**config.mk**
```make
export PLATFORM = sky130hd
export DESIGN_NAME = rgb_gray_combiner
export DESIGN_NICKNAME = d
export VERILOG_FILES = /design/src/rtl/gray_pkg.sv /design/src/rtl/rgb_gray_combiner.sv
export SDC_FILE = /design/constraint.sdc
export NUM_CORES = 1
export LEC_CHECK = 0
export BUFFER_PORTS_ARGS = -buffer_cell sky130_fd_sc_hd__buf_4
export CORE_ASPECT_RATIO = 1.1
export CORE_UTILIZATION = 36
export DETAILED_ROUTE_END_ITERATION = 12
export GPL_ROUTABILITY_DRIVEN = 0
export GPL_TIMING_DRIVEN = 0
export PLACE_DENSITY = 0.57
export RECOVER_POWER = 25
export SLEW_MARGIN = 10
export SYNTH_ARGS = -nofsm -noshare
export SYNTH_HDL_FRONTEND = slang
export SYNTH_SLANG_ARGS = --single-unit
```
**constraint.sdc**
```tcl
create_clock -name clk -period 2.1 [get_ports clk]
set_clock_uncertainty 0.1 [all_clocks]
set_input_delay 0.105 -clock clk [delete_from_list [all_inputs] [get_ports clk]]
set_output_delay 0.105 -clock clk [all_outputs]
set_load 0.02 [all_outputs]
```
**src/rtl/gray_pkg.sv**
```systemverilog
// Shared definitions for the RGB-to-gray path: FSM states, channel order and the
// luma weights that the upstream multiplier stage applies to each channel.
package gray_pkg;

    localparam int DATA_W_DEF = 8;

    typedef enum logic [1:0] {
        S_R   = 2'd0,
        S_G   = 2'd1,
        S_B   = 2'd2,
        S_OUT = 2'd3
    } state_t;

    localparam logic [1:0] CH_R = 2'd0;
    localparam logic [1:0] CH_G = 2'd1;
    localparam logic [1:0] CH_B = 2'd2;

    // Weights are fractions of 256: gray = (77 R + 150 G + 29 B) / 256
    localparam logic [7:0] W_R = 8'd77;
    localparam logic [7:0] W_G = 8'd150;
    localparam logic [7:0] W_B = 8'd29;

endpackage

```
**src/rtl/rgb_gray_combiner.sv**
```systemverilog
// Sums interleaved R,G,B weighted bytes into one gray pixel with optional clamp,
// and tracks pixel count, frame end and framing errors.
module rgb_gray_combiner
    import gray_pkg::*;
#(
    parameter int DATA_W = DATA_W_DEF,
    parameter int CNT_W  = 16,
    parameter bit SAT_EN = 1'b1
) (
    input  logic              clk,
    input  logic              rst,
    input  logic              in_valid,
    output logic              in_ready,
    input  logic [DATA_W-1:0] in_data,
    input  logic              in_last,
    output logic              out_valid,
    input  logic              out_ready,
    output logic [DATA_W-1:0] out_gray,
    output logic              out_sat,
    output logic              out_last,
    output logic [CNT_W-1:0]  pix_count,
    output logic              frame_done,
    output logic              framing_err
);

    localparam int ACC_W = DATA_W + 2;
    localparam logic [ACC_W-1:0] MAX_ACC = {2'b00, {DATA_W{1'b1}}};
    localparam logic [CNT_W-1:0] CNT_ONE = {{(CNT_W-1){1'b0}}, 1'b1};

    state_t             state_r;
    state_t             next_state_s;
    logic [ACC_W-1:0]   acc_r;
    logic [ACC_W-1:0]   sum_s;
    logic               accept_s;
    logic               xfer_s;
    logic               in_ready_r;
    logic               out_valid_r;
    logic [DATA_W-1:0]  out_gray_r;
    logic               out_sat_r;
    logic               out_last_r;
    logic [CNT_W-1:0]   pix_count_r;
    logic               frame_done_r;
    logic               framing_err_r;

    function automatic logic [DATA_W-1:0] clamp_sum(input logic [ACC_W-1:0] s);
        if (SAT_EN && (s > MAX_ACC)) begin
            return MAX_ACC[DATA_W-1:0];
        end else begin
            return s[DATA_W-1:0];
        end
    endfunction

    assign in_ready    = in_ready_r;
    assign out_valid   = out_valid_r;
    assign out_gray    = out_gray_r;
    assign out_sat     = out_sat_r;
    assign out_last    = out_last_r;
    assign pix_count   = pix_count_r;
    assign frame_done  = frame_done_r;
    assign framing_err = framing_err_r;

    // Handshake decode, running sum and next-state selection
    always_comb begin
        accept_s     = in_valid & in_ready_r;
        xfer_s       = out_valid_r & out_ready;
        sum_s        = acc_r + {2'b00, in_data};
        next_state_s = state_r;
        case (state_r)
            S_R:   if (accept_s) next_state_s = S_G;   else next_state_s = S_R;
            S_G:   if (accept_s) next_state_s = S_B;   else next_state_s = S_G;
            S_B:   if (accept_s) next_state_s = S_OUT; else next_state_s = S_B;
            S_OUT: if (xfer_s)   next_state_s = S_R;   else next_state_s = S_OUT;
            default: next_state_s = S_R;
        endcase
    end

    // State, accumulator and registered outputs; handshake flags follow the next state
    always_ff @(posedge clk) begin
        if (rst) begin
            state_r       <= S_R;
            acc_r         <= {ACC_W{1'b0}};
            in_ready_r    <= 1'b1;
            out_valid_r   <= 1'b0;
            out_gray_r    <= {DATA_W{1'b0}};
            out_sat_r     <= 1'b0;
            out_last_r    <= 1'b0;
            pix_count_r   <= {CNT_W{1'b0}};
            frame_done_r  <= 1'b0;
            framing_err_r <= 1'b0;
        end else begin
            state_r      <= next_state_s;
            in_ready_r   <= (next_state_s != S_OUT);
            out_valid_r  <= (next_state_s == S_OUT);
            frame_done_r <= 1'b0;
            case (state_r)
                S_R: begin
                    if (accept_s) begin
                        acc_r <= {2'b00, in_data};
                        if (in_last) framing_err_r <= 1'b1;
                    end
                end
                S_G: begin
                    if (accept_s) begin
                        acc_r <= sum_s;
                        if (in_last) framing_err_r <= 1'b1;
                    end
                end
                S_B: begin
                    if (accept_s) begin
                        out_gray_r <= clamp_sum(sum_s);
                        out_sat_r  <= (sum_s > MAX_ACC);
                        out_last_r <= in_last;
                    end
                end
                S_OUT: begin
                    if (xfer_s) begin
                        pix_count_r  <= pix_count_r + CNT_ONE;
                        frame_done_r <= out_last_r;
                    end
                end
                default: begin
                    acc_r <= {ACC_W{1'b0}};
                end
            endcase
        end
    end

endmodule

```
# Yosys cells after proc, flatten, opt, wreduce, memory -nomap -nowiden
# Cells that the tools add are included.
dict set report totals {
  reg_bits 42
  latchBits 0
  ramBits 0
  mem_bits_ro 0
  out_inout_bits 30
  elab_cells 41
  n_memories 0
}
dict set report classes {
  add_sub_neg 2
  mul 0
  div_mod_pow 0
  order_cmp 1
  n_eq_ne 7
  shifts 0
  mux 9
  bitwise 4
  reduce_logical 8
}
# cell n
set op_table {}
lappend op_table {{10-bit two-way mux} 2}
lappend op_table {{10-bit one-hot mux with 2 select lines} 1}
lappend op_table {{16-bit by 1-bit adder with 16-bit output, second input constant} 1}
lappend op_table {{10-bit by 8-bit adder with 10-bit output} 1}
lappend op_table {{10-bit by 8-bit greater-than comparator with 1-bit output, second input constant} 1}
lappend op_table {{8-bit two-way mux} 1}
lappend op_table {{2-bit one-hot mux with 4 select lines} 1}
lappend op_table {{2-bit == test, second input constant} 3}
lappend op_table {{2-bit != test, second input constant} 3}
lappend op_table {{3-bit AND reduction} 2}
lappend op_table {{2-bit two-way mux} 2}
lappend op_table {{2-bit AND reduction} 2}
lappend op_table {{3-bit OR reduction} 1}
lappend op_table {{1-bit AND} 2}
lappend op_table {{2-bit by 1-bit == test with 1-bit output, second input constant} 1}
lappend op_table {{2-bit logical NOT} 1}
lappend op_table {{1-bit two-way mux} 2}
lappend op_table {{1-bit inverter} 2}
lappend op_table {{2-bit nonzero test} 1}
lappend op_table {{2-bit OR reduction} 1}

# Longest topological paths before layout
dict set report logic_depth {
  word_depth 4
  ltp_mapped 7
  mapped_depth_nobuf 7
}

# Worst setup path before layout
# No wires, ideal clock.
dict set report synth_path {
  path_kind {reg-to-reg}
  startpoint {register acc_r[0]}
  endpoint {register out_gray_r[0], in the netlist out_gray[0]}
  t_arrival_ns 1.990
  path_slack_ns -0.075
  stages_incl_launch_ff 8
  path_buffers 0
  period_less_slack_ns 2.175
  path_cell_list {dfxtp_1 > ha_1 > fa_1 > a211oi_2 > o211ai_1 > a221oi_2 > a211oi_4 > a211oi_1}
}
dict set report synth_between {
  elab_chain_cells 3
}
# item line
set synth_rtl {}
lappend synth_rtl {{start: declaration} rgb_gray_combiner.sv:32} ;# logic [ACC_W-1:0] acc_r;
lappend synth_rtl {{start signal: assignment} rgb_gray_combiner.sv:81} ;# acc_r <= {ACC_W{1'b0}};
lappend synth_rtl {{start signal: assignment} rgb_gray_combiner.sv:98} ;# acc_r <= {2'b00, in_data};
lappend synth_rtl {{start signal: assignment} rgb_gray_combiner.sv:104} ;# acc_r <= sum_s;
lappend synth_rtl {{10-bit by 8-bit adder with 10-bit output *} rgb_gray_combiner.sv:66} ;# sum_s = acc_r + {2'b00, in_data};
lappend synth_rtl {{10-bit by 8-bit greater-than comparator with 1-bit output} rgb_gray_combiner.sv:46} ;# if (SAT_EN && (s > MAX_ACC)) begin
lappend synth_rtl {{8-bit two-way mux *} rgb_gray_combiner.sv:46}
lappend synth_rtl {{end signal: assignment} rgb_gray_combiner.sv:84} ;# out_gray_r <= {DATA_W{1'b0}};
lappend synth_rtl {{end signal: assignment} rgb_gray_combiner.sv:110} ;# out_gray_r <= clamp_sum(sum_s);
lappend synth_rtl {{end: declaration} rgb_gray_combiner.sv:38} ;# logic [DATA_W-1:0] out_gray_r;
# Every way passes the cells marked *; elsewhere a longest branch is shown, timed or not.
# A chain may end at the register's enable or synchronous reset.

# Final worst setup path
dict set report layout_path {
  startpoint {register acc_r[0]}
  endpoint {register out_gray_r[5], in the netlist out_gray[5]}
}
# Same word-level chain as after synthesis.

==> metrics.cfg <==
[clock_network]
htree_levels=2
clkTransAtPathRegs_ns=0.08
cts-root-buf=clkbuf_8
clockBufferDepth=2
cts-buffers-inserted=5
cts_tree=done
cts.sinks=42
clock_latency_ns=0.29

[floorplanning]
start_util_pct=38.3
chipHeight_um=82.5
dieArea_sq_um=6200
die_x_um=75.2
io_pins=43
rows=28
core_sq_um=5540

[placement]
place_worst_setup_slack_ns=-0.226
portBuffers=42
dp_hpwl_mm=3.61
dp_cells=356

[layout]
nFillCells=571
final_common_cell=dfxtp_1
layout.cells.non_filler=375
drive_gt1_share_pct=25.0
final_cell_mix=41 x dfxtp_1, 37 x buf_4, 34 x nor2_1
n_antenna_cell=0
seqCellArea_sq_um=842
fin_util_pct=49.5
nets=322
area_delta_synth_final_pct=29.2
multi_input_area_sq_um=1280

[synthesis]
ys_warn_count=0
synth_edf_count=0
syn_area_per_cell_sq_um=8.87
syn_nets=262
synth_cell_type_count=45
synthesis.area_sq_um=2120
ys_ff_latch=42
synth-seq-area-share_pct=39.7
ys.flop_type=dfxtp_1
synthCells=239
synthArstFlopShare_pct=0

[detailed_routing]
drtPass1Iterations=4
drt_iter0_markers=80
wire_per_inst_um=13.7
vias=1912
drt-total-wl_mm=5.15
vias_per_cell=5.10
antenna_left=0
route.detailed.drc=0

[critical_path]
crit_fanout=6
crit_slowest_cell=fa_2
worst-path-buf-inv=2
worstPathRequired_ns=2.22
crit_chain=ha_4, fa_2, a211oi_4, o211ai_1, a221oi_2, buf_4, a211oi_4, buf_6, a211oi_2
startpoint_type=register
path_delay_family=compound AO/OA/AOI/OAI gates
crit_path_end_kind=register
path_common_cell=a211oi_4
criticalPathCategory=reg2reg
crit_arrival_ns=2.41
critPathMaxStageDelay_ns=0.37

[timing]
tightest_slew_ns=0.771
period_share_pct=109
timing.setup.tns_ns=-1.79
fin_crit_ns=2.29
rsz0062_at_grt=yes
max_slew_margin_pct=48.3
finalHoldViolCount=0
max_freq_mhz=437
timing.final.ws_setup_ns=-0.191
timing.final.max_slew_violations=0
setup_viol=10

[worst_hold_path]
hold_path_class=in2reg

[power]
power_density_nw_per_um2=638
seqPwrFrac_pct=48.1
p_int_mw=1.22
vdd_drop_max_mv=0.242
p_sw_share_pct=29.9
power_frac_comb_pct=22.3
switching_power_mw=0.523
p_leak_nw=1.04
totalPowerFinal_mw=1.75
pwr-share-clk_pct=29.6

[flow_run]
cap_violations=0

[global_route]
gr-total-overflow=0
grt_antenna_before_repair=0
grt_usage_pct=17.8
grt_pass1_vias=1720
grt_pass1_wl_mm=8.22
grt_start_max_net_pins=14

[run_status]
violations=negative setup slack
status=finished, violations left

[worst paths after layout]
check / start / endpoint / slack [ns] / cells past startpoint
worst max-delay path: acc_r[0] / out_gray[5] / -0.19 / 9
worst min-delay path: in_valid / state_r[1] / 0.04 / 3
worst max register to register: acc_r[0] / out_gray[5] / -0.19 / 9
worst min register to register: acc_r[2] / acc_r[2] / 0.36 / 2
[power by group through the flow]
stage	logic [mW]	clock network, mW	registers [mW]
after floorplan	0.219	0	0.867
after global placement	0.323	0	0.859
after detailed placement	0.325	0	0.859
after CTS	0.369	0.540	0.842
after global routing	0.426	0.583	0.846
final	0.389	0.517	0.841
[metrics by stage]
step	hold slack, ns	area (sq um)
6_report	0.0381	2740
5_1_grt	0.0753	2740
4_1_cts	0.0345	2750
3_5_place_dp	0.248	2530
3_3_place_gp	0.251	2530
2_1_floorplan	0.146	2120
[layer usage]
layer  wire [um]  track usage, %  part of all wire (%)
met5           0               0                     0
met4          60            5.56                   1.2
met3         233            3.28                   4.5
met2        2340            27.7                    45
met1        2510            24.9                    49
[logic make-up (layout without fill, tap and decap cells)]
logic type | Yosys count | count (layout) | synth area share, %
compound gates | 61 | 61 | 20.2
xor+xnor | 18 | 18 | 7.44
fa+ha+maj | 10 | 10 | 6.26
buf+inv | 19 | 80 | 3.60
flops | 42 | 42 | 39.7
mux | 6 | 6 | 2.83
simple gates | 83 | 83 | 20.0
[flip-flops by register name (all words and copies together), names as in the netlist]
| name | flops |
|---|---|
| acc_r | 10 |
| frame_done | 1 |
| framing_err | 1 |
| in_ready | 1 |
| out_gray | 8 |
| out_last | 1 |
| out_sat | 1 |
| out_valid | 1 |
| pix_count | 16 |
| state_r | 2 |
[Yosys cell counts, types with 6 or more instances]
cell type  instances  area, sq um
a211oi_1          13         97.6
a21oi_1           16         80.1
clkbuf_1           6         22.5
dfxtp_1           42          841
ha_1               9          113
inv_1             10         37.5
mux2i_1            6         60.1
nand2_1           14         52.6
nand3_1            7         35.0
nor2_1            34          128
nor3_1             7         35.0
o21ai_0            8         40.0
xnor2_1           10         87.6
xor2_1             8         70.1
[worst min-delay path, delay by kind of cell]
| family | cells | cell delay, ns |
|---|---|---|
| simple gates | 1 | 0.11 |
| buf+inv | 1 | 0.09 |
| compound gates | 1 | 0.08 |
[repair_timing]
item | 4_1_cts | 5_1_grt
gates resized for setup | 14 | 5
pin swaps | 14 | 8
hold buffers | 1 | 0
setup endpoints to repair | 11 | 13
setup buffers | 7 | 3
endpoints found under the hold margin | 2 | 0
[final cells by class]
cell class              count  area share (%)
plain buffers               9            1.42
clock buffers               6            2.65
clock inverters             2           0.503
inverters                  10            1.37
multi-input cells         178            46.9
flip-flops and latches     42            30.7
well taps                  75            3.43
repair buffers             53            13.0
No activity file was read; power rests on OpenSTA's default activity.
